[src/rtl/fp_max_finder_pkg.sv]
// Shared definitions for the 13-bit FP max-finder slice.
// Field widths and the reduction FSM encoding.
package fp_max_finder_pkg;

  localparam int EXP_W  = 4;
  localparam int FRAC_W = 8;

  typedef enum logic [1:0] {
    IDLE = 2'd0,
    RUN  = 2'd1,
    DONE = 2'd2
  } state_t;

endpackage

[src/rtl/fp_gt.sv]
// Signed greater-than for the 13-bit FP format.
// Magnitude is {exp,frac}; +0 and -0 compare equal.
module fp_gt
  import fp_max_finder_pkg::*;
(
  input  logic              a_sign,
  input  logic [EXP_W-1:0]  a_exp,
  input  logic [FRAC_W-1:0] a_frac,
  input  logic              b_sign,
  input  logic [EXP_W-1:0]  b_exp,
  input  logic [FRAC_W-1:0] b_frac,
  output logic              gt
);

  logic [EXP_W+FRAC_W-1:0] a_mag;
  logic [EXP_W+FRAC_W-1:0] b_mag;
  logic                    both_zero;

  assign a_mag     = {a_exp, a_frac};
  assign b_mag     = {b_exp, b_frac};
  assign both_zero = (a_mag == '0) && (b_mag == '0);

  always_comb begin
    gt = 1'b0;
    if (a_sign != b_sign)
      gt = !a_sign && !both_zero;
    else if (!a_sign)
      gt = a_mag > b_mag;
    else
      gt = a_mag < b_mag;
  end

endmodule

[src/rtl/fp_max_finder.sv]
// Streaming frame reduction: largest signed sample and its index.
// Ties keep the earliest index.
module fp_max_finder
  import fp_max_finder_pkg::*;
#(
  parameter int N  = 8,
  parameter int IW = 3
) (
  input  logic              clk,
  input  logic              reset,
  input  logic              start,
  input  logic              in_valid,
  output logic              in_ready,
  input  logic              sign_in,
  input  logic [EXP_W-1:0]  exp_in,
  input  logic [FRAC_W-1:0] frac_in,
  output logic              max_sign,
  output logic [EXP_W-1:0]  max_exp,
  output logic [FRAC_W-1:0] max_frac,
  output logic [IW-1:0]     max_idx,
  output logic              busy,
  output logic              done_tick
);

  localparam logic [IW-1:0] LAST = IW'(N - 1);

  state_t        state_q;
  state_t        state_d;
  logic [IW-1:0] count;
  logic          gt;
  logic          xfer;
  logic          last;
  logic          take;
  logic          enter_run;

  fp_gt u_gt (
    .a_sign (sign_in),
    .a_exp  (exp_in),
    .a_frac (frac_in),
    .b_sign (max_sign),
    .b_exp  (max_exp),
    .b_frac (max_frac),
    .gt     (gt)
  );

  assign in_ready = (state_q == RUN);
  assign busy     = (state_q == RUN);
  assign xfer     = in_valid && in_ready;
  assign last     = (count == LAST);
  assign take     = xfer && ((count == '0) || gt);

  always_comb begin
    state_d   = state_q;
    enter_run = 1'b0;
    unique case (state_q)
      IDLE: begin
        if (start) begin
          state_d   = RUN;
          enter_run = 1'b1;
        end
      end
      RUN: begin
        if (xfer && last)
          state_d = DONE;
      end
      DONE: begin
        if (start) begin
          state_d   = RUN;
          enter_run = 1'b1;
        end else begin
          state_d = IDLE;
        end
      end
      default: state_d = IDLE;
    endcase
  end

  always_ff @(posedge clk or posedge reset) begin
    if (reset) begin
      state_q   <= IDLE;
      count     <= '0;
      max_sign  <= 1'b0;
      max_exp   <= '0;
      max_frac  <= '0;
      max_idx   <= '0;
      done_tick <= 1'b0;
    end else begin
      state_q   <= state_d;
      done_tick <= xfer && last;
      if (enter_run) begin
        count    <= '0;
        max_sign <= 1'b0;
        max_exp  <= '0;
        max_frac <= '0;
        max_idx  <= '0;
      end else if (xfer) begin
        // Counter parks at zero after the last sample, so it never wraps.
        count <= last ? '0 : count + 1'b1;
        if (take) begin
          max_sign <= sign_in;
          max_exp  <= exp_in;
          max_frac <= frac_in;
          max_idx  <= count;
        end
      end
    end
  end

endmodule
[config.mk]
export PLATFORM = sky130hd
export DESIGN_NAME = fp_max_finder
export DESIGN_NICKNAME = d
export VERILOG_FILES = /design/src/rtl/fp_max_finder_pkg.sv /design/src/rtl/fp_gt.sv /design/src/rtl/fp_max_finder.sv
export SDC_FILE = /design/constraint.sdc
export NUM_CORES = 1
export LEC_CHECK = 0
export CAP_MARGIN = 20
export CORE_UTILIZATION = 37
export CTS_BUF_LIST = sky130_fd_sc_hd__clkbuf_8
export DETAILED_ROUTE_END_ITERATION = 6
export SLEW_MARGIN = 40
export SYNTH_ARGS = -nofsm -noshare
export SYNTH_HDL_FRONTEND = slang
export SYNTH_SLANG_ARGS = --single-unit
[constraint.sdc]
create_clock -name clk -period 3.85 [get_ports clk]
set_input_delay 0.77 -clock clk [delete_from_list [all_inputs] [get_ports clk]]
set_output_delay 0.77 -clock clk [all_outputs]
set_load 0.005 [all_outputs]
==> results by group <==
Placed design
  • Number of I/O port buffers: 35
  • Worst slack at placement: approximately 0.18 ns
  • Final Wtd Congestion: around 0.83
  • DP HPWL: 2.48 mm

Min path
  • Hold Path Origin: max_idx[2]
  • Min-Delay Path Class: reg -> reg

Final layout
  • Final nets: 199
  • Share of cells above drive strength 1: ~4.2%
  • Fillcell total: between 300 and 400
  • Area delta synth->final: 32.5%
  • Diode count: 0

Detailed routing
  • Drt via density: between 5 and 6
  • Final WL: roughly 3.2 mm
  • DRT antenna net count: 0
  • 1st-iter DRT viols: between 40 and 50
  • WL per Instance: approximately 15 um
  • DR pass1 iterations: 4
  • DR vias: roughly 1200
  • DRC: 0

Worst setup path
  • Crit. path cell count: 8
  • CP Buf/Inv Count: 1
  • Worst path cell trace: clkdlybuf4s50_1 -> ha_1 -> a21o_1 -> a221oi_2 -> o2bb2ai_1 -> a2111oi_1 -> or3_1 -> a32o_1
  • Startpoint types: input port
  • CP endpoint kind: register
  • Slowest cell on crit path: a2111oi_1
  • R2r setup slk: about 1.0 ns
  • CP max stage delay: approximately 0.64 ns
  • Reg2reg start: max_frac[5]
  • Top delay family on crit path: compound AO/OA/AOI/OAI gates
  • Critical Path Start: frac_in[5]
  • Worst Path Max Fanout: 15
  • CP arrival: approximately 3.6 ns
  • Critical path type: in -> reg
  • End of the critical path: max_idx[1]
  • Reg2reg path depth: 8
  • Critical path required time: ~4.0 ns
  • RR Endpoint: max_idx[1]

Floorplan
  • DIE AREA: around 3800 sq um
  • Initial Utilization: about two fifths
  • Io pins: 36
  • Die height: approximately 62 um
  • Core Rows: 21
  • Horiz. Die Dim: 62.0 um
  • CORE AREA: 3390 sq um

Global routing
  • Congestion Overflow GR: 0
  • Vias in the first global route: approximately 1200
  • First-pass GRT wire length: ~5.3 mm
  • Pin count of the biggest net entering global routing: 23
  • GRT Resource Usage Total: between 10% and 20%
  • Initial antenna violation count: 0

Yosys
  • Register area share after synthesis: around two fifths
  • Synth warnings: 0
  • FF+latch count, synth: 22
  • Net Count, Synth: 164
  • Netlist cell types: 32
  • Synthesized area per cell: 10.1 sq um
  • Synth Instances: 132
  • Post-Syn Area: about 1300 sq um

STA
  • Final TNS setup: 0 ns
  • Final setup violation count: 0
  • Final Critical Period: about 3.4 ns
  • Fmax: approximately 0.30 GHz
  • Worst-Margin Slew: between 0.6 and 0.7 ns
  • Worst slew margin: between 50% and 60%
  • Worst Skew: between 0.007 and 0.008 ns
  • Final Max Slew Viols: 0
  • Final worst-path cycle share: just under 90%
  • Final Worst Setup Slack: about 0.47 ns
  • Endpoints failing hold: 0
  • RSZ-0062 raised after global routing: no

Power and ir drop
  • Clk pwr share: a little under an eighth
  • Cell Pwr Density: about 700 nW/um^2
  • Max IR drop VDD: between 0.3 and 0.4 mV
  • Gate power share: a little over half
  • Sequential Power Share: a little over a third
  • Net switching power: around 480 uW
  • Pint: about 760 uW
  • LEAKAGE: between 0.0007 and 0.0008 uW
  • Net Sw Frac: about 39%
  • Post-route total power: 1240 uW

Clock network
  • Clock root buffer: clkbuf_8
  • Post-cts resize count: 0
  • Clock Path Buffers: 2
  • Clock latency at the later pin of the worst-skew pair: 0.26 ns
  • TritonCTS clock tree: yes
  • Clock Pin Slew Worst Setup and Hold Paths: approximately 0.07 ns
  • # hold bufs at CTS: 0
  • Post-CTS Setup Inserts: 0
  • H-tree level count: 1
  • TritonCTS Buffers: 3
  • Clock sink count: 22

Run
  • Max cap viols: 0

Run status
  • Status: completed
==> metal layers <==
metal,vias up,global-route usage (%),part of all wire [%]
met5,-,0,0
met3,7,2.90,4.7
met1,564,24.6,46
met2,35,31.3,48
met4,0,7.30,1.8
li1,562,-,-
==> cells in the mapped netlist (all sizes together) <==
master | count | area (sq um)
and4 | 1 | 8.76
or2 | 1 | 6.26
o21ai | 4 | 20.0
nor2b | 3 | 18.8
nor3 | 2 | 10.0
nand2b | 2 | 12.5
nand4 | 3 | 18.8
inv | 18 | 67.6
or3 | 1 | 6.26
a221oi | 1 | 15.0
nand3 | 1 | 5.00
nand2 | 9 | 33.8
buf | 4 | 28.8
ha | 15 | 188
o32ai | 2 | 25.0
o211ai | 1 | 7.51
a211oi | 1 | 7.51
a2111oi | 1 | 10.0
a32o | 15 | 150
and3 | 2 | 12.5
o2bb2ai | 1 | 8.76
clkbuf | 2 | 7.51
nor2 | 4 | 15.0
nor4 | 5 | 31.3
a21oi | 7 | 35.0
dfrtp | 22 | 551
a21o | 1 | 7.51
and2 | 2 | 12.5
o311a | 1 | 10.0
==> stage by stage <==
stage	utilization [%]	area (sq um)	hold slack, ns	std cells
floorplan	-	1330	0.489	132
global placement	50.4	1710	0.493	208
detailed placement	50.8	1720	0.490	208
CTS	52.0	1760	0.512	211
global route	52.0	1760	0.537	211
finish	52.0	1760	0.510	211
==> power groups by stage <==
stage | sequential [uW] | clock [uW] | combinational [uW]
final | 428 | 141 | 667
after global routing | 450 | 156 | 747
after CTS | 431 | 147 | 674
after detailed placement | 434 | 0 | 671
after global placement | 433 | 0 | 639
after floorplan | 415 | 0 | 404
==> cells by family (layout without fill, tap and decap cells) <==
logic type                 Yosys count  after routing  share of synthesized area [%]
adders and majority gates           15             15                           14.1
buffers and inverters               24             57                           7.81
and+or+nand+nor                     36             36                           14.4
AOI/OAI and AO/OA                   35             35                           22.3
DFF                                 22             22                           41.4
==> state kept, by name (all words and copies together), names as in the netlist <==
register and cells:
max_frac 8, max_exp 4, count 3, max_idx 3, state_q 2, done_tick 1
max_sign 1
==> placed cells by master, fill, tap and decap left out <==
cell type        Yosys  routed
nand3_1              1       1
inv_1               18      17
nor2b_1              3       3
ha_1                15      15
o311a_1              1       1
nand4_1              3       3
clkbuf_8             0       3
o21ai_0              4       4
nand2b_1             2       2
a32o_1              15      15
o211ai_1             1       1
o32ai_4              0       1
a221oi_2             1       1
and2_1               2       2
or2_1                1       1
nand2_1              9       9
buf_4                1       1
nor2_1               4       4
a2111oi_1            1       1
a21oi_1              7       7
a211oi_1             1       1
or3_1                1       1
inv_2                0       1
o32ai_1              1       1
and3_1               2       2
dfrtp_1             22      22
nor3_1               2       2
clkdlybuf4s50_1      0      35
a21o_1               1       1
and4_1               1       1
o2bb2ai_1            1       1
nor4_1               5       5
==> worst min-delay path by stage <==
| stage | to | cells after the start |
|---|---|---|
| detailed placement | max_idx[2] | 1 |
| finish | max_idx[2] | 1 |
| CTS | max_idx[2] | 1 |
| global placement | max_idx[1] | 1 |
| global route | max_idx[2] | 1 |
| floorplan | max_idx[0] | 1 |
==> layout make-up <==
class	count	area (sq um)	share of cell area, %
clock buffers	3	41.3	2.34
inverters	18	67.6	3.84
multi-input cells	86	687	39.0
flip-flops and latches	22	551	31.2
well taps	46	57.6	3.27
repair buffers	36	358	20.3
Power figures use the tool's default switching activity.
